<file path="src/rtl/frame_deframer_if.sv">
// Byte-in / frame-out bus for the frame deframer.
interface frame_deframer_if #(
   parameter int unsigned FRAME_BYTES = 87
);
   logic [7:0]               rx_data;
   logic                     rx_valid;
   logic                     fout_ready;
   logic [FRAME_BYTES*8-1:0] fout;
   logic                     fout_valid;
   logic                     frame_err;
   logic [2:0]               err_code;
   logic                     busy;

   // Byte source and frame consumer side.
   modport master (
      output rx_data, rx_valid, fout_ready,
      input  fout, fout_valid, frame_err, err_code, busy
   );

   // Deframer side.
   modport slave (
      input  rx_data, rx_valid, fout_ready,
      output fout, fout_valid, frame_err, err_code, busy
   );
endinterface

</file>
<file path="src/rtl/frame_deframer.sv">
// Byte-stuffed frame deframer: collects FRAME_BYTES payload bytes between
// start/end flags, undoes escaping, and holds the frame until accepted.
module frame_deframer #(
   parameter int unsigned FRAME_BYTES = 87,
   parameter logic [7:0]  FRAME_START = 8'h06,
   parameter logic [7:0]  FRAME_END   = 8'h07,
   parameter logic [7:0]  ESC_VAL     = 8'h14,
   parameter logic [7:0]  ESC_XOR     = 8'h20
) (
   input  logic           clk,
   input  logic           rst_n,
   frame_deframer_if.slave bus
);
   localparam int unsigned CW = $clog2(FRAME_BYTES + 1);

   localparam logic [2:0] ERR_SHORT   = 3'd1;
   localparam logic [2:0] ERR_LONG    = 3'd2;
   localparam logic [2:0] ERR_BAD_ESC = 3'd3;
   localparam logic [2:0] ERR_RESTART = 3'd4;
   localparam logic [2:0] ERR_OVERRUN = 3'd5;

   typedef enum logic [1:0] {S_IDLE, S_RECV, S_ESC, S_HOLD} state_t;

   state_t        state_q;
   state_t        state_nxt;
   logic [CW-1:0] count;

   logic          is_start;
   logic          is_end;
   logic          is_esc;
   logic          cnt_full;

   logic          err_c;
   logic [2:0]    code_c;
   logic          wr_c;
   logic [7:0]    wr_byte_c;
   logic          clr_c;

   assign is_start = (bus.rx_data == FRAME_START);
   assign is_end   = (bus.rx_data == FRAME_END);
   assign is_esc   = (bus.rx_data == ESC_VAL);
   assign cnt_full = (count == CW'(FRAME_BYTES));

   // State register.
   always_ff @(posedge clk or negedge rst_n) begin
      if (!rst_n) state_q <= S_IDLE;
      else        state_q <= state_nxt;
   end

   // Next-state logic; bytes only move the FSM on rx_valid cycles.
   always_comb begin
      state_nxt = state_q;
      unique case (state_q)
         S_IDLE: if (bus.rx_valid && is_start) state_nxt = S_RECV;
         S_RECV: if (bus.rx_valid) begin
            if (is_start)      state_nxt = S_RECV;
            else if (is_end)   state_nxt = cnt_full ? S_HOLD : S_IDLE;
            else if (is_esc)   state_nxt = S_ESC;
            else if (cnt_full) state_nxt = S_IDLE;
            else               state_nxt = S_RECV;
         end
         S_ESC: if (bus.rx_valid) begin
            if (is_start)      state_nxt = S_RECV;
            else if (is_end)   state_nxt = S_IDLE;
            else if (cnt_full) state_nxt = S_IDLE;
            else               state_nxt = S_RECV;
         end
         S_HOLD: if (bus.fout_ready) state_nxt = S_IDLE;
         default: state_nxt = S_IDLE;
      endcase
   end

   // Per-byte actions: store, counter clear and error cause.
   // An escaped byte other than START/END (including ESC_VAL) is stored unmasked-by-XOR.
   always_comb begin
      err_c     = 1'b0;
      code_c    = bus.err_code;
      wr_c      = 1'b0;
      wr_byte_c = bus.rx_data;
      clr_c     = 1'b0;
      unique case (state_q)
         S_IDLE: if (bus.rx_valid && is_start) clr_c = 1'b1;
         S_RECV: if (bus.rx_valid) begin
            if (is_start) begin
               err_c  = 1'b1;
               code_c = ERR_RESTART;
               clr_c  = 1'b1;
            end else if (is_end) begin
               if (!cnt_full) begin
                  err_c  = 1'b1;
                  code_c = ERR_SHORT;
               end
            end else if (!is_esc) begin
               if (cnt_full) begin
                  err_c  = 1'b1;
                  code_c = ERR_LONG;
               end else begin
                  wr_c = 1'b1;
               end
            end
         end
         S_ESC: if (bus.rx_valid) begin
            if (is_start || is_end) begin
               err_c  = 1'b1;
               code_c = ERR_BAD_ESC;
               clr_c  = is_start;
            end else if (cnt_full) begin
               err_c  = 1'b1;
               code_c = ERR_LONG;
            end else begin
               wr_c      = 1'b1;
               wr_byte_c = bus.rx_data ^ ESC_XOR;
            end
         end
         S_HOLD: if (bus.rx_valid) begin
            err_c  = 1'b1;
            code_c = ERR_OVERRUN;
         end
         default: ;
      endcase
   end

   // Registered datapath and status outputs.
   always_ff @(posedge clk or negedge rst_n) begin
      if (!rst_n) begin
         count          <= '0;
         bus.fout       <= '0;
         bus.fout_valid <= 1'b0;
         bus.frame_err  <= 1'b0;
         bus.err_code   <= 3'd0;
         bus.busy       <= 1'b0;
      end else begin
         bus.frame_err  <= err_c;
         if (err_c) bus.err_code <= code_c;
         bus.fout_valid <= (state_nxt == S_HOLD);
         bus.busy       <= (state_nxt == S_RECV) || (state_nxt == S_ESC);
         if (clr_c)     count <= '0;
         else if (wr_c) count <= count + CW'(1);
         // First received byte lands in the most-significant slot.
         for (int unsigned i = 0; i < FRAME_BYTES; i++) begin
            if (wr_c && (count == CW'(i)))
               bus.fout[(FRAME_BYTES-1-i)*8 +: 8] <= wr_byte_c;
         end
      end
   end
endmodule

</file>
<file path="src/flat_wrapper.sv">
// flat-port wrapper written by rule: the top's interface ports become plain ports
module frame_deframer_flat 
#(
   parameter int unsigned FRAME_BYTES = 87,
   parameter logic [7:0]  FRAME_START = 8'h06,
   parameter logic [7:0]  FRAME_END   = 8'h07,
   parameter logic [7:0]  ESC_VAL     = 8'h14,
   parameter logic [7:0]  ESC_XOR     = 8'h20
)
  (clk, rst_n, bus_rx_data, bus_rx_valid, bus_fout_ready, bus_fout, bus_fout_valid, bus_frame_err, bus_err_code, bus_busy);
  frame_deframer_if #(.FRAME_BYTES(FRAME_BYTES)) bus_i ();
  input  logic clk;
  input  logic rst_n;
  input wire logic [$bits(bus_i.rx_data)-1:0] bus_rx_data;
  input wire logic [$bits(bus_i.rx_valid)-1:0] bus_rx_valid;
  input wire logic [$bits(bus_i.fout_ready)-1:0] bus_fout_ready;
  output wire logic [$bits(bus_i.fout)-1:0] bus_fout;
  output wire logic [$bits(bus_i.fout_valid)-1:0] bus_fout_valid;
  output wire logic [$bits(bus_i.frame_err)-1:0] bus_frame_err;
  output wire logic [$bits(bus_i.err_code)-1:0] bus_err_code;
  output wire logic [$bits(bus_i.busy)-1:0] bus_busy;
  assign bus_i.rx_data = bus_rx_data;
  assign bus_i.rx_valid = bus_rx_valid;
  assign bus_i.fout_ready = bus_fout_ready;
  assign bus_fout = bus_i.fout;
  assign bus_fout_valid = bus_i.fout_valid;
  assign bus_frame_err = bus_i.frame_err;
  assign bus_err_code = bus_i.err_code;
  assign bus_busy = bus_i.busy;
  frame_deframer #(.FRAME_BYTES(FRAME_BYTES), .FRAME_START(FRAME_START), .FRAME_END(FRAME_END), .ESC_VAL(ESC_VAL), .ESC_XOR(ESC_XOR)) u_core (.clk(clk), .rst_n(rst_n), .bus(bus_i));
endmodule
</file>
<file path="config.mk">
export PLATFORM = sky130hd
export DESIGN_NAME = frame_deframer_flat
export DESIGN_NICKNAME = d
export VERILOG_FILES = /design/src/rtl/frame_deframer_if.sv /design/src/rtl/frame_deframer.sv /design/src/flat_wrapper.sv
export SDC_FILE = /design/constraint.sdc
export NUM_CORES = 1
export LEC_CHECK = 0
export CORE_MARGIN = 1.5
export CORE_UTILIZATION = 26
export DETAILED_ROUTE_END_ITERATION = 6
export PLACE_DENSITY = 0.57
export SLEW_MARGIN = 20
export SYNTH_ARGS = -nofsm -noshare
export SYNTH_HDL_FRONTEND = slang
export SYNTH_SLANG_ARGS = --single-unit
</file>
<file path="constraint.sdc">
create_clock -name clk -period 3 [get_ports clk]
set_input_delay 0.6 -clock clk [delete_from_list [all_inputs] [get_ports clk]]
set_output_delay 0.6 -clock clk [all_outputs]
set_load 0.05 [all_outputs]
</file>
Word level (Yosys, flattened, before mapping):

Cells that the tools add are included.

* register bits: 711
* input bits: 12
* output and inout port bits: 702

* add/sub/neg operators: 1
* equality and inequality tests: 101
* mux-type cells: 51
* bitwise gates (word level): 1
* reduce and logical (&&, ||, !) cells: 95

Operator list (number)
* 7-bit by 6-bit == test with 1-bit output (second input constant): 32
* 7-bit == test (second input constant): 24
* 7-bit by 5-bit == test with 1-bit output (second input constant): 16
* 1-bit logical AND: 88
* 7-bit by 4-bit == test with 1-bit output (second input constant): 8
* 7-bit by 3-bit == test with 1-bit output (second input constant): 4
* 3-bit 2-to-1 mux: 9
* 6-bit 2-to-1 mux: 4
* 1-bit 2-to-1 mux: 21
* 2-bit 2-to-1 mux: 10
* 8-bit by 3-bit == test with 1-bit output (second input constant): 2
* 7-bit by 2-bit == test with 1-bit output (second input constant): 2
* 7-bit 2-to-1 mux: 2
* 3-bit case mux with 3 select lines: 1
* 2-bit == test (second input constant): 4
* 8-bit by 5-bit == test with 1-bit output (second input constant): 1
* 2-bit case mux with 4 select lines: 1
* 7-bit by 1-bit adder with 7-bit output (second input constant): 1
* 7-bit by 1-bit == test with 1-bit output (second input constant): 1
* 7-bit zero test: 1
* 7-bit AND reduction: 1
* 2-bit inequality test (second input constant): 3
* 1-bit case mux with 3 select lines: 2
* 2-bit by 1-bit == test with 1-bit output (second input constant): 2
* other kinds (8): 9

Longest topological paths before layout:

Gate-level depths: netlist of run 1.

* word-level depth: 9
* gate-level depth with buffers: 10
* gate-level depth less buffers: 7

Worst setup path after synthesis of run 1:

No wires, ideal clock.

* path kind: reg2reg
* start point: register u_core.state_q[0]
* end point: register u_core.bus.fout[568]
* library setup time: 0.125 ns
* data arrival time: 2.665 ns
* data required time: 2.875 ns
* slack: 0.210 ns
* cell stages (with the launch flop): 10
* path buffers: 2
* period minus slack after synthesis: 2.790 ns
* cells stage by stage: dfrtp_1 inv_1 ha_1 clkbuf_1 or4b_1 a211oi_4 nor4_2 buf_2 nand2_2 mux2_2

* longest elaborated chain between the ends: 3
* elaborated cells between the ends (all ways): 5
* those cells by class: 2 x eq/ne; 2 x mux; 1 x reduce/logical

RTL lines
* from (decl): RTL line frame_deframer.sv:24 `state_t state_q;`
* from (signal assigned): RTL line frame_deframer.sv:47 `else state_q <= state_nxt;`
* 2-bit == test or 2-bit by 1-bit == test with 1-bit output (tied branches): RTL line frame_deframer.sv:81 `unique case (state_q)`
* 1-bit case mux with 2 select lines: RTL line frame_deframer.sv:81
* 1-bit logical AND: RTL line frame_deframer.sv:141 `if (wr_c && (count == CW'(i)))`
* to (signal, indexed assignment): RTL line frame_deframer.sv:142 `bus.fout[(FRAME_BYTES-1-i)*8 +: 8] <= wr_byte_c;`
* to (decl): RTL line frame_deframer_if.sv:23 `output fout, fout_valid, frame_err, err_code, busy`

Several ways; a longest one is shown, not always the timed one.
A chain may end at the register's enable or synchronous reset.

Worst setup path in the final report of run 1:

* start point: register u_core.state_q[0]
* end point: register u_core.bus.fout[671]

* longest elaborated chain between the ends: 3
* elaborated cells between the ends (all ways): 4
* those cells by class: 2 x eq/ne; 1 x mux; 1 x reduce/logical

RTL lines (RTL line)
* 2-bit == test or 2-bit by 1-bit == test with 1-bit output (tied branches): frame_deframer.sv:81
* 1-bit case mux with 2 select lines *: frame_deframer.sv:81
* 1-bit logical AND *: frame_deframer.sv:141

Every way passes the cells marked *; elsewhere a longest branch is shown, timed or not.

==> impl_metrics.sql, run 1 <==
INSERT INTO impl_metrics (metric_group, metric, value, unit) VALUES
('critical_path', 'cp.arrival', '3.42', 'ns'),
('cells_and_area', 'syn_to_final_growth', '46.7', '%'),
('critical_path', 'criticalPathCategory', 'register to register', ''),
('critical_path', 'crit-reg2reg-capture', 'u_core.bus.fout[671]', ''),
('critical_path', 'crit_path_cell_trace', 'inv_1 -> ha_1 -> or4b_1 -> a211oi_4 -> nor4_4 -> buf_12 -> buf_12 -> nand2_1 -> buf_4 -> mux2_2', ''),
('logic_synthesis', 'yosys.area_share.xor_xnor', '0.191', '%'),
('worst_hold_path', 'hold_path_startpoint', 'bus_rx_data[1]', ''),
('grt', 'first_pass_grt_wire_length', '143000', 'microns'),
('detailed_routing', 'average_wire_length_per_cell_after_detail_routing', '24.8', 'microns'),
('logic_synthesis', 'synthSimpleGateAreaFrac', '3.75', '%'),
('detailed_routing', 'vias', '18300', ''),
('logic_synthesis', 'synth_mux_area_share', '28.5', '%'),
('critical_path', 'rr_worst_depth', '10', ''),
('detailed_routing', 'drt-pass1-iter-count', '5', ''),
('logic_synthesis', 'synth.largest_area_cell', 'dfrtp_1', ''),
('logic_synthesis', 'yosysWarnings', '0', ''),
('power_and_ir_drop', 'peakVddDrop', '0.000485', 'V'),
('clock_tree', 'cts.reportedPaths.clkPinSlew', '0.06', 'ns'),
('critical_path', 'setup.worst_path.start', 'u_core.state_q[0]', ''),
('sta', 'setup_viol', '0', ''),
('sta', 'final_period_minus_worst_setup_slack', '2.88', 'ns'),
('clock_tree', 'cts_tree', 'done', ''),
('critical_path', 'setup.worst_path.start_class', 'register', ''),
('critical_path', 'setup.worst_path.end_class', 'register', ''),
('logic_synthesis', 'synth_top_cells_by_count', 'dfrtp_1 (711), mux2_2 (696), clkbuf_1 (77)', ''),
('placed_design', 'place_area', '37500', 'sq um'),
('clock_tree', 'cts-root-to-sink-buffers', '3', ''),
('floorplan', 'core_area', '105000', 'sq um'),
('placed_design', 'detailedPlace.worstSlack', '-0.237', 'ns'),
('sta', 'setup_repair_after_global_routing_missed_its_margin', 'true', ''),
('critical_path', 'critical_path.reg2reg.startpoint', 'u_core.state_q[0]', ''),
('floorplan', 'die_height', '328', 'microns'),
('clock_tree', 'clkLatencyLatePin', '0.67', 'ns'),
('flow_run', 'cap_violations', '0', ''),
('grt', 'via_count_of_the_first_global_routing_pass', '19500', ''),
('critical_path', 'cpMaxStageDelayCell', 'or4b_1', ''),
('worst_hold_path', 'hold_path_class', 'input port to register', ''),
('critical_path', 'setup.reg_to_reg.worst_slack', '0.12', 'ns'),
('floorplan', 'placement_rows', '119', ''),
('sta', 'finalHoldViolations', '0', ''),
('logic_synthesis', 'net_count_after_synthesis', '1766', ''),
('logic_synthesis', 'synthCells', '1744', ''),
('detailed_routing', 'number_of_nets_still_failing_antenna_checks_after_routing', '0', ''),
('cells_and_area', 'final_cell_area', '40300', 'sq um'),
('critical_path', 'critPathMaxStageDelay', '0.56', 'ns'),
('detailed_routing', 'drt_iter0_markers', '785', ''),
('run_status', 'run_status', 'completed', ''),
('sta', 'maxSlewViolCount', '0', ''),
('placed_design', 'routabilityCongestion', '0.814', ''),
('placed_design', 'detailedPlacementHpwl', '69200', 'microns'),
('detailed_routing', 'routed_via_density', '4.53', ''),
('logic_synthesis', 'syn-mean-instance-area', '15.8', 'sq um'),
('cells_and_area', 'finalNetCount', '2594', ''),
('logic_synthesis', 'synth.most_common_cell', 'dfrtp_1', ''),
('logic_synthesis', 'yosys.area_share.adder', '0.455', '%'),
('logic_synthesis', 'ys_dominant_reg_cell', 'dfrtp_1', ''),
('floorplan', 'chipWidth', '328', 'microns'),
('critical_path', 'timing.critical_path.fanout_max', '5', ''),
('sta', 'max_freq', '0.347', 'GHz'),
('logic_synthesis', 'postSynth.asyncResetShare', '100', '%'),
('critical_path', 'critical-path-top-cell-by-count', 'buf_12', ''),
('clock_tree', 'cts-buffers-inserted', '84', ''),
('floorplan', 'io_pins', '714', ''),
('sta', 'timing.slew.headroom', '31.0', '%'),
('floorplan', 'die_area', '108000', 'sq um'),
('placed_design', 'io_buffers', '713', ''),
('grt', 'globalRouteOverflowTotal', '0', ''),
('logic_synthesis', 'seq_area_frac_synth', '64.7', '%'),
('logic_synthesis', 'synth_enable_flop_cells', '0', ''),
('sta', 'post-route-worst-setup-slack', '0.118', 'ns'),
('critical_path', 'crit_end', 'u_core.bus.fout[671]', '');
[worst min-delay path by stage]
stage                                 endpoint  cells after the start
after floorplan                u_core.bus.busy                      0
after global placement    u_core.bus.fout[284]                      1
after detailed placement  u_core.bus.fout[648]                      1
after CTS                 u_core.bus.fout[273]                      3
after global routing      u_core.bus.fout[273]                      3
final                     u_core.bus.fout[273]                      3
[where the power goes]
part,switching [mW],internal (mW)
registers,0.594,10.6
logic,5.40,2.67
clock network,4.23,6.19
total,10.2,19.4
[what timing repair did]
action | 4_1_cts | 5_1_grt
endpoints found under the hold margin | 32 | 0
setup buffers | 0 | 1
endpoints found under the setup margin | 0 | 140
gates resized for setup | 0 | 3
hold buffers | 1 | 0
[critical path, delay by kind of cell (launching register included)]
kind / cells / cell delay [ns]
flip-flops: 1 / 0.39
AO/OA/AOI/OAI: 1 / 0.33
multiplexers: 1 / 0.34
AND/OR/NAND/NOR: 3 / 0.87
adder cells (fa/ha/maj): 1 / 0.23
buffers and inverters: 4 / 0.61
[layout by cell type (no fill, tap or decap), types with 3 or more instances in the layout]
cell type and n:
nor2b_1 9, nand3b_1 4, nor2_1 42, clkinv_2 8, nor3_2 3, or4_1 3, mux2_2 696, buf_4 92
inv_16 3, clkbuf_1 21, xnor2_1 3, clkinvlp_4 4, nor4_1 3, buf_12 43, inv_1 7, a21oi_1 10
ha_1 10, nor3_1 7, clkbuf_8 13, diode_2 5, nand3_1 8, nand4_1 5, bufinv_16 7, clkdlybuf4s50_1 705
nand2_2 30, nand2b_1 6, nor4_2 3, nor2_2 9, clkbuf_16 85, nand2_1 34, inv_6 4, dfrtp_1 711
[layout make-up]
| type | count | area, sq um |
|---|---|---|
| diodes | 5 | 12.5 |
| well taps | 1391 | 1740 |
| fillers | 9902 | 64800 |
| multi-input cells | 926 | 9330 |
| clock inverters | 30 | 425 |
| clock buffers | 119 | 2380 |
| flip-flops and latches | 711 | 17800 |
| repair buffers | 842 | 8630 |
| inverters | 7 | 26.3 |
[sequential cells by signal, indices dropped and copies added, names as in the netlist]
register and cells:
u_core.bus.busy 1, u_core.count 7, u_core.bus.fout_valid 1, u_core.bus.frame_err 1, u_core.bus.fout 696, u_core.state_q 2
u_core.bus.err_code 3
[metal layers]
metal / vias up / wire (microns) / GRT usage (%)
met2: 623 / 49300 / 30.7
met4: 6 / 3630 / 6.76
met1: 9620 / 39700 / 21.7
met5: - / 34 / 0
met3: 177 / 7330 / 5.86
li1: 7845 / - / -
[kinds of logic (layout without fill, tap and decap cells)]
family / count (synthesis) / after routing
buffers and inverters: 107 / 998
other: 0 / 5
and+or+nand+nor: 184 / 184
AOI/OAI and AO/OA: 29 / 29
adders and majority gates: 10 / 10
DFF: 711 / 711
xor gates and xnor gates: 6 / 6
muxes: 697 / 697
[metrics by stage]
stage	power [mW]	utilization (%)	std cells
after floorplan	16.1	-	1744
after global placement	19.3	35.7	3875
after detailed placement	19.5	35.7	3875
after CTS	30.0	38.3	4025
after global routing	30.7	38.4	4026
final	29.7	38.4	4031
(Power assumes the default switching activity.)
==> inputs of run 2 (changes only) <==
--- a/config.mk
+++ b/config.mk
@@ -5,10 +5,11 @@
 export SDC_FILE = /design/constraint.sdc
 export NUM_CORES = 1
 export LEC_CHECK = 0
-export CORE_MARGIN = 1.5
-export CORE_UTILIZATION = 26
+export CORE_AREA = 2 2 282 284
+export CTS_BUF_LIST = sky130_fd_sc_hd__clkbuf_4 sky130_fd_sc_hd__clkbuf_8
 export DETAILED_ROUTE_END_ITERATION = 6
-export PLACE_DENSITY = 0.57
+export DIE_AREA = 0 0 284 286
+export PLACE_DENSITY = 0.7
 export SLEW_MARGIN = 20
 export SYNTH_ARGS = -nofsm -noshare
 export SYNTH_HDL_FRONTEND = slang
==> run 2 against run 1 <==
  * Core utilization increased by 13 points
  * Sequential share of layout area increased by 0.48 points
  * Count of clock-buffer cells in the layout increased by 79
  * Sequential power about the same
  * Flip-flop and latch count unchanged
  * Critical path type unchanged
  * Power decreased by 4.3%
  * Largest cell class unchanged
  * Non-clock buffer count increased by 14
  * Routed wire length decreased by 9.1%
  * Worst hold slack improved by 0.12 ns
  * Maximum frequency increased by 1.5%
  * Clock skew increased by 0.029 ns
==> impl_metrics.sql, run 2 (synthesized netlist as in run 1, its figures left out) <==
INSERT INTO impl_metrics (metric_group, metric, value, unit) VALUES
('sta', 'setup_viol', '0', ''),
('floorplan', 'initial_core_util', '35.1', '%'),
('sta', 'maxSlewViolCount', '0', ''),
('grt', 'global_route.usage.met3', '6.17', '%'),
('critical_path', 'setup.reg_to_reg.worst_slack', '0.16', 'ns'),
('floorplan', 'placement_rows', '103', ''),
('sta', 'pin_slew_with_the_least_headroom_to_its_limit', '1.05', 'ns'),
('critical_path', 'setup.worst_path.end_class', 'register', ''),
('clock_tree', 'cts.htree.levels', '3', ''),
('clock_tree', 'clkLatencyLatePin', '0.74', 'ns'),
('power_and_ir_drop', 'peakVddDrop', '0.000700', 'V'),
('cells_and_area', 'reg_top3', 'u_core.bus.fout x696, u_core.count x7, u_core.bus.err_code x3', ''),
('grt', 'globalRouteOverflowTotal', '0', ''),
('sta', 'timing.slew.headroom', '29.8', '%'),
('clock_tree', 'cts.reportedPaths.clkPinSlew', '0.06', 'ns'),
('detailed_routing', 'drt-pass1-iter-count', '4', ''),
('detailed_routing', 'routed_via_density', '4.92', ''),
('detailed_routing', 'drt_iter0_markers', '897', ''),
('critical_path', 'criticalPathCategory', 'register to register', ''),
('grt', 'via_count_of_the_first_global_routing_pass', '20000', ''),
('floorplan', 'die_area', '81200', 'sq um'),
('grt', 'first_pass_grt_wire_length', '134000', 'microns'),
('sta', 'max_freq', '0.352', 'GHz'),
('grt', 'maximum_number_of_pins_on_one_net_before_global_route_repair', '100', ''),
('run_status', 'run_status', 'completed', ''),
('clock_tree', 'cts-root-to-sink-buffers', '3', ''),
('placed_design', 'place_area', '37200', 'sq um'),
('clock_tree', 'cts_num_sinks', '711', ''),
('flow_run', 'cap_violations', '0', ''),
('cells_and_area', 'finish.utilization', '50.9', '%'),
('sta', 'skew', '0.0553', 'ns'),
('cells_and_area', 'largest_register_ff_count', '696', ''),
('floorplan', 'core_area', '78400', 'sq um'),
('grt', 'met2_track_demand_over_resource_in_global_routing', '36.9', '%'),
('placed_design', 'detailedPlacementHpwl', '62700', 'microns'),
('floorplan', 'die_height', '286', 'microns'),
('placed_design', 'io_buffers', '713', ''),
('worst_hold_path', 'min_to', 'u_core.bus.fout[194]', ''),
('sta', 'finalHoldViolations', '0', ''),
('detailed_routing', 'vias', '18500', ''),
('critical_path', 'critical_path.reg2reg.startpoint', 'u_core.state_q[0]', ''),
('clock_tree', 'cts-buffers-inserted', '117', ''),
('worst_hold_path', 'hold_path_class', 'input port to register', ''),
('power_and_ir_drop', 'power.density_cell_area', '711', 'nW/um^2'),
('detailed_routing', 'average_wire_length_per_cell_after_detail_routing', '24.2', 'microns'),
('cells_and_area', 'layout_commonest_cell', 'dfrtp_1', ''),
('power_and_ir_drop', 'design_power_total', '28.4', 'mW'),
('clock_tree', 'cts_tree', 'done', ''),
('detailed_routing', 'detail_route.drc_violations', '0', ''),
('cells_and_area', 'finalNetCount', '2641', ''),
('cells_and_area', 'top_register', 'u_core.bus.fout', ''),
('critical_path', 'timing.critical_path.fanout_max', '8', ''),
('placed_design', 'routabilityCongestion', '0.846', ''),
('cells_and_area', 'layout.cells.most_common_list', 'dfrtp_1 (711), clkdlybuf4s50_1 (705), mux2_2 (696), clkbuf_8 (153), buf_4 (100)', ''),
('worst_hold_path', 'timing.hold.worst_path_depth', '3', ''),
('detailed_routing', 'number_of_nets_still_failing_antenna_checks_after_routing', '0', ''),
('floorplan', 'io_pins', '714', ''),
('worst_hold_path', 'hold_path_startpoint', 'bus_rx_data[2]', ''),
('cells_and_area', 'syn_to_final_growth', '45.1', '%'),
('grt', 'grt_use_met1', '26.5', '%'),
('clock_tree', 'clock_tree.root_cell', 'clkbuf_8', ''),
('grt', 'grt.total_usage', '22.0', '%'),
('detailed_routing', 'wirelength', '90900', 'microns'),
('critical_path', 'crit-reg2reg-capture', 'u_core.bus.fout[220]', ''),
('grt', 'busiest_layer', 'met2', ''),
('cells_and_area', 'drive_above_1_share', '41.1', '%'),
('cells_and_area', 'num-fill-cells', '6619', ''),
('floorplan', 'chipWidth', '284', 'microns'),
('critical_path', 'rr_worst_depth', '11', ''),
('grt', 'antenna_found_initial', '2', ''),
('critical_path', 'required', '3.57', 'ns'),
('critical_path', 'cp.arrival', '3.41', 'ns'),
('sta', 'final_period_minus_worst_setup_slack', '2.84', 'ns'),
('power_and_ir_drop', 'power_leakage', '19.0', 'nW'),
('sta', 'timing.hold.ws', '0.455', 'ns'),
('critical_path', 'setup.worst_path.start_class', 'register', ''),
('sta', 'min_period_over_period', '94.6', '%'),
('cells_and_area', 'final_cell_area', '39900', 'sq um'),
('sta', 'setup_repair_after_global_routing_missed_its_margin', 'false', '');
==> run 2: cell types whose count changed in the layout (fill, tap and decap cells not counted), moves of 4 or more <==
cell / delta
clkbuf_8: +140
clkbuf_16: -85
clkbuf_4: +45
clkbuf_1: -21
buf_4: +8
buf_12: +6
bufinv_16: -4
clkinv_2: -4
diode_2: -4
==> run 2: layer usage <==
metal | part of all wire, % | vias up
met3 | 7.1 | 190
li1 | - | 7928
met1 | 40 | 9709
met4 | 4.1 | 0
met2 | 49 | 669
met5 | 0 | -
==> run 2: through the flow <==
| step | setup WS (ns) | instances | setup TNS, ns |
|---|---|---|---|
| after floorplan | 0.210 | 1744 | 0 |
| after global placement | -0.142 | 3546 | -13.93 |
| after detailed placement | -0.179 | 3546 | -18.27 |
| after CTS | 0.0693 | 3761 | 0 |
| after global routing | 0.0276 | 3762 | 0 |
| final | 0.161 | 3762 | 0 |
==> run 2: worst max path at each step <==
stage	start	end	slack [ns]	cells past startpoint
global placement	bus_rx_data[6]	u_core.bus.fout[52]	-0.14	9
detailed placement	bus_rx_data[5]	u_core.bus.fout[246]	-0.18	7
finish	u_core.state_q[0]	u_core.bus.fout[220]	0.16	11
CTS	u_core.state_q[0]	u_core.bus.fout[246]	0.07	10
global route	u_core.state_q[0]	u_core.bus.fout[220]	0.03	11
floorplan	u_core.state_q[0]	u_core.bus.fout[568]	0.21	9
==> run 2: critical path, cell delays in order, from the launching register on <==
cell	delay, ns
dfrtp_1	0.41
inv_1	0.15
ha_1	0.18
or4b_1	0.20
a211oi_4	0.09
buf_12	0.15
buf_4	0.14
or4_1	0.56
buf_12	0.18
nor2_2	0.18
buf_12	0.15
mux2_2	0.32
==> run 2: power breakdown <==
group	leakage, nW	internal, mW	switching, mW
Sequential	9.82	10.6	0.574
Combinational	7.80	2.66	5.26
Clock	1.40	5.38	3.94
Total	19.0	18.6	9.77
==> run 2: layout make-up <==
type                       count  area [sq um]  area share (%)
antenna                        1          2.50         0.00627
clock buffer                 198          2440            6.12
clock inverter                13           191           0.480
inverter                       7          26.3          0.0658
multi-input combinational    926          9330            23.4
sequential                   711         17800            44.6
tap                         1050          1310            3.29
timing repair buffer         856          8810            22.1
==> run 2: timing repair <==
| item | in CTS | in global routing |
|---|---|---|
| gates resized for setup | 0 | 2 |
| buffers inserted | 3 | 0 |
| hold endpoints to repair | 48 | 0 |
| hold buffers | 1 | 0 |
| pin swaps | 1 | 0 |
| setup endpoints to repair | 80 | 40 |
==> inputs of run 3 (changes only) <==
--- a/config.mk
+++ b/config.mk
@@ -9,6 +9,7 @@
 export CTS_BUF_LIST = sky130_fd_sc_hd__clkbuf_4 sky130_fd_sc_hd__clkbuf_8
 export DETAILED_ROUTE_END_ITERATION = 6
 export DIE_AREA = 0 0 284 286
+export MAX_ROUTING_LAYER = met4
 export PLACE_DENSITY = 0.7
 export SLEW_MARGIN = 20
 export SYNTH_ARGS = -nofsm -noshare
==> run 3 against run 2 <==
  * Worst hold slack improved by 0.010 ns
  * Sequential share of layout area about the same
  * Sequential power is essentially flat
  * Clock power about the same
  * Power about the same
  * Via count fell by 0.35%
  * Largest power group unchanged
  * Count of clock-buffer cells in the layout unchanged
  * Combinational power about the same
  * Maximum frequency about the same
  * Largest cell class unchanged
==> impl_metrics.sql, run 3 (synthesized netlist as in run 1, its figures left out) <==
INSERT INTO impl_metrics (metric_group, metric, value, unit) VALUES
('run_status', 'run_status', 'completed', ''),
('critical_path', 'cp.arrival', '3.41', 'ns'),
('cells_and_area', 'syn_to_final_growth', '45.1', '%'),
('sta', 'final_period_minus_worst_setup_slack', '2.84', 'ns'),
('critical_path', 'setup.worst_path.start_class', 'register', ''),
('floorplan', 'die_height', '286', 'microns'),
('placed_design', 'detailedPlacementHpwl', '62700', 'microns'),
('clock_tree', 'cts.reportedPaths.clkPinSlew', '0.06', 'ns'),
('power_and_ir_drop', 'internal_power', '18.6', 'mW'),
('critical_path', 'required', '3.57', 'ns'),
('cells_and_area', 'finalNetCount', '2641', ''),
('placed_design', 'io_buffers', '713', ''),
('critical_path', 'criticalPathCategory', 'register to register', ''),
('detailed_routing', 'detail_route.drc_violations', '0', ''),
('sta', 'post-route-worst-setup-slack', '0.159', 'ns'),
('critical_path', 'cpMaxStageDelayCell', 'or4_1', ''),
('cells_and_area', 'drive_above_1_share', '41.1', '%'),
('clock_tree', 'clkLatencyLatePin', '0.74', 'ns'),
('sta', 'setup_repair_after_global_routing_missed_its_margin', 'false', ''),
('power_and_ir_drop', 'p_seq_share', '39.3', '%'),
('clock_tree', 'clock_tree.root_cell', 'clkbuf_8', ''),
('power_and_ir_drop', 'power_switching', '9.76', 'mW'),
('grt', 'via_count_of_the_first_global_routing_pass', '20000', ''),
('sta', 'maxSlewViolCount', '0', ''),
('sta', 'max_freq', '0.352', 'GHz'),
('grt', 'maximum_number_of_pins_on_one_net_before_global_route_repair', '100', ''),
('critical_path', 'timing.critical_path.fanout_max', '8', ''),
('cells_and_area', 'layout_commonest_cell', 'dfrtp_1', ''),
('grt', 'grt.total_usage', '22.7', '%'),
('power_and_ir_drop', 'peakVddDrop', '0.000702', 'V'),
('critical_path', 'critPathMaxStageDelay', '0.56', 'ns'),
('sta', 'timing.slew.headroom', '29.1', '%'),
('cells_and_area', 'layout.cells.most_common_list', 'dfrtp_1 (711), clkdlybuf4s50_1 (705), mux2_2 (696), clkbuf_8 (153), buf_4 (100)', ''),
('critical_path', 'crit_buf_inv', '5', ''),
('detailed_routing', 'drt-pass1-iter-count', '5', ''),
('flow_run', 'cap_violations', '0', ''),
('power_and_ir_drop', 'p_comb_share', '27.9', '%'),
('detailed_routing', 'average_wire_length_per_cell_after_detail_routing', '24.2', 'microns'),
('critical_path', 'setup.worst_path.end_class', 'register', ''),
('cells_and_area', 'final_cell_count_no_fill', '3763', ''),
('power_and_ir_drop', 'power_leakage', '19.0', 'nW'),
('clock_tree', 'cts.htree.levels', '3', ''),
('detailed_routing', 'wirelength', '91100', 'microns'),
('grt', 'globalRouteOverflowTotal', '0', ''),
('cells_and_area', 'reg_top3', 'u_core.bus.fout x696, u_core.count x7, u_core.bus.err_code x3', ''),
('clock_tree', 'cts-buffers-inserted', '117', ''),
('cells_and_area', 'largest_register_ff_count', '696', ''),
('placed_design', 'placedCellCount', '3546', ''),
('detailed_routing', 'vias', '18400', ''),
('sta', 'skew', '0.0540', 'ns'),
('grt', 'antenna_found_initial', '2', ''),
('power_and_ir_drop', 'design_power_total', '28.4', 'mW'),
('floorplan', 'initial_core_util', '35.1', '%'),
('grt', 'first_pass_grt_wire_length', '134000', 'microns'),
('placed_design', 'routabilityCongestion', '0.860', ''),
('worst_hold_path', 'hold_path_class', 'input port to register', ''),
('sta', 'fin_setup_tns', '0', 'ns'),
('clock_tree', 'cts_num_sinks', '711', ''),
('detailed_routing', 'number_of_nets_still_failing_antenna_checks_after_routing', '0', ''),
('critical_path', 'crit_path_cell_trace', 'inv_1 -> ha_1 -> or4b_1 -> a211oi_4 -> buf_12 -> buf_4 -> or4_1 -> buf_12 -> nor2_2 -> buf_12 -> mux2_2', ''),
('floorplan', 'placement_rows', '103', ''),
('floorplan', 'chipWidth', '284', 'microns'),
('clock_tree', 'cts_tree', 'done', ''),
('floorplan', 'die_area', '81200', 'sq um'),
('placed_design', 'detailedPlace.worstSlack', '-0.179', 'ns'),
('critical_path', 'critical-path-top-cell-by-count', 'buf_12', ''),
('sta', 'min_period_over_period', '94.7', '%'),
('critical_path', 'path_delay_family', 'simple AND/OR/NAND/NOR gates', ''),
('power_and_ir_drop', 'portion_of_total_power_attributed_to_the_clock_network', '32.8', '%'),
('sta', 'finalHoldViolations', '0', ''),
('sta', 'setup_viol', '0', ''),
('floorplan', 'core_area', '78400', 'sq um'),
('sta', 'pin_slew_with_the_least_headroom_to_its_limit', '1.06', 'ns'),
('power_and_ir_drop', 'power.density_cell_area', '711', 'nW/um^2'),
('clock_tree', 'cts-root-to-sink-buffers', '3', ''),
('detailed_routing', 'routed_via_density', '4.90', ''),
('floorplan', 'io_pins', '714', ''),
('detailed_routing', 'drt_iter0_markers', '966', ''),
('cells_and_area', 'top_register', 'u_core.bus.fout', ''),
('power_and_ir_drop', 'switching_share', '34.4', '%');
==> run 3: cell types whose count changed in the layout (fill, tap and decap cells not counted) <==
cell,delta
diode_2,+1
==> run 3: area by class of cell <==
cell class	count	area, sq um
Timing Repair Buffer	856	8810
Clock inverter	13	191
Multi-Input combinational cell	926	9330
Antenna cell	2	5.00
Inverter	7	26.3
Sequential cell	711	17800
Clock buffer	198	2440
Fill cell	6618	38400
Tap cell	1050	1310
==> run 3: per-layer routing <==
metal | vias up | wire [microns] | GRT usage, %
met4 | 0 | 3600 | 9.55
met1 | 9681 | 36800 | 26.8
met3 | 185 | 6040 | 5.86
met5 | - | 0 | -
li1 | 7911 | - | -
met2 | 655 | 44700 | 36.9
==> run 3: power by group through the flow <==
| stage | sequential (mW) | combinational [mW] | clock (mW) |
|---|---|---|---|
| finish | 11.2 | 7.92 | 9.30 |
| global route | 11.3 | 8.19 | 10.0 |
| CTS | 11.1 | 7.99 | 9.56 |
| detailed placement | 11.3 | 7.96 | 0 |
| global placement | 11.2 | 7.87 | 0 |
| floorplan | 14.6 | 1.48 | 0 |
==> run 3: path summary, 6_finish.rpt <==
kind | startpoint | to | slack [ns] | depth (start not counted)
worst max-delay path | u_core.state_q[0] | u_core.bus.fout[220] | 0.16 | 11
worst min-delay path | bus_rx_data[2] | u_core.bus.fout[194] | 0.46 | 3
worst max register to register | u_core.state_q[0] | u_core.bus.fout[220] | 0.16 | 11
worst min register to register | u_core.bus.fout[649] | u_core.bus.fout[649] | 0.50 | 1
max in group asynchronous | rst_n | u_core.bus.fout[2] | 1.44 | 3
min in group asynchronous | rst_n | u_core.bus.fout[643] | 0.47 | 2
==> run 3: repair_timing <==
action | in CTS | in global routing
buffers inserted | 3 | 0
hold buffers | 1 | 0
endpoints found under the setup margin | 80 | 40
pin swaps | 1 | 0
gates resized for setup | 0 | 2
hold endpoints to repair | 48 | 0
==> run 3: per-stage QoR <==
step                utilization [%]  instance area [sq um]  hold WS [ns]
floorplan                         -                  27500         0.304
global placement               47.5                  37200         0.487
detailed placement             47.5                  37200         0.491
CTS                            50.9                  39900         0.365
global route                   50.9                  39900         0.400
finish                         50.9                  39900         0.465
==> run 3: tightest hold or removal path: cells and delay by family <==
kind     cells  cell delay, ns
buf+inv      2            0.34
mux          1            0.20
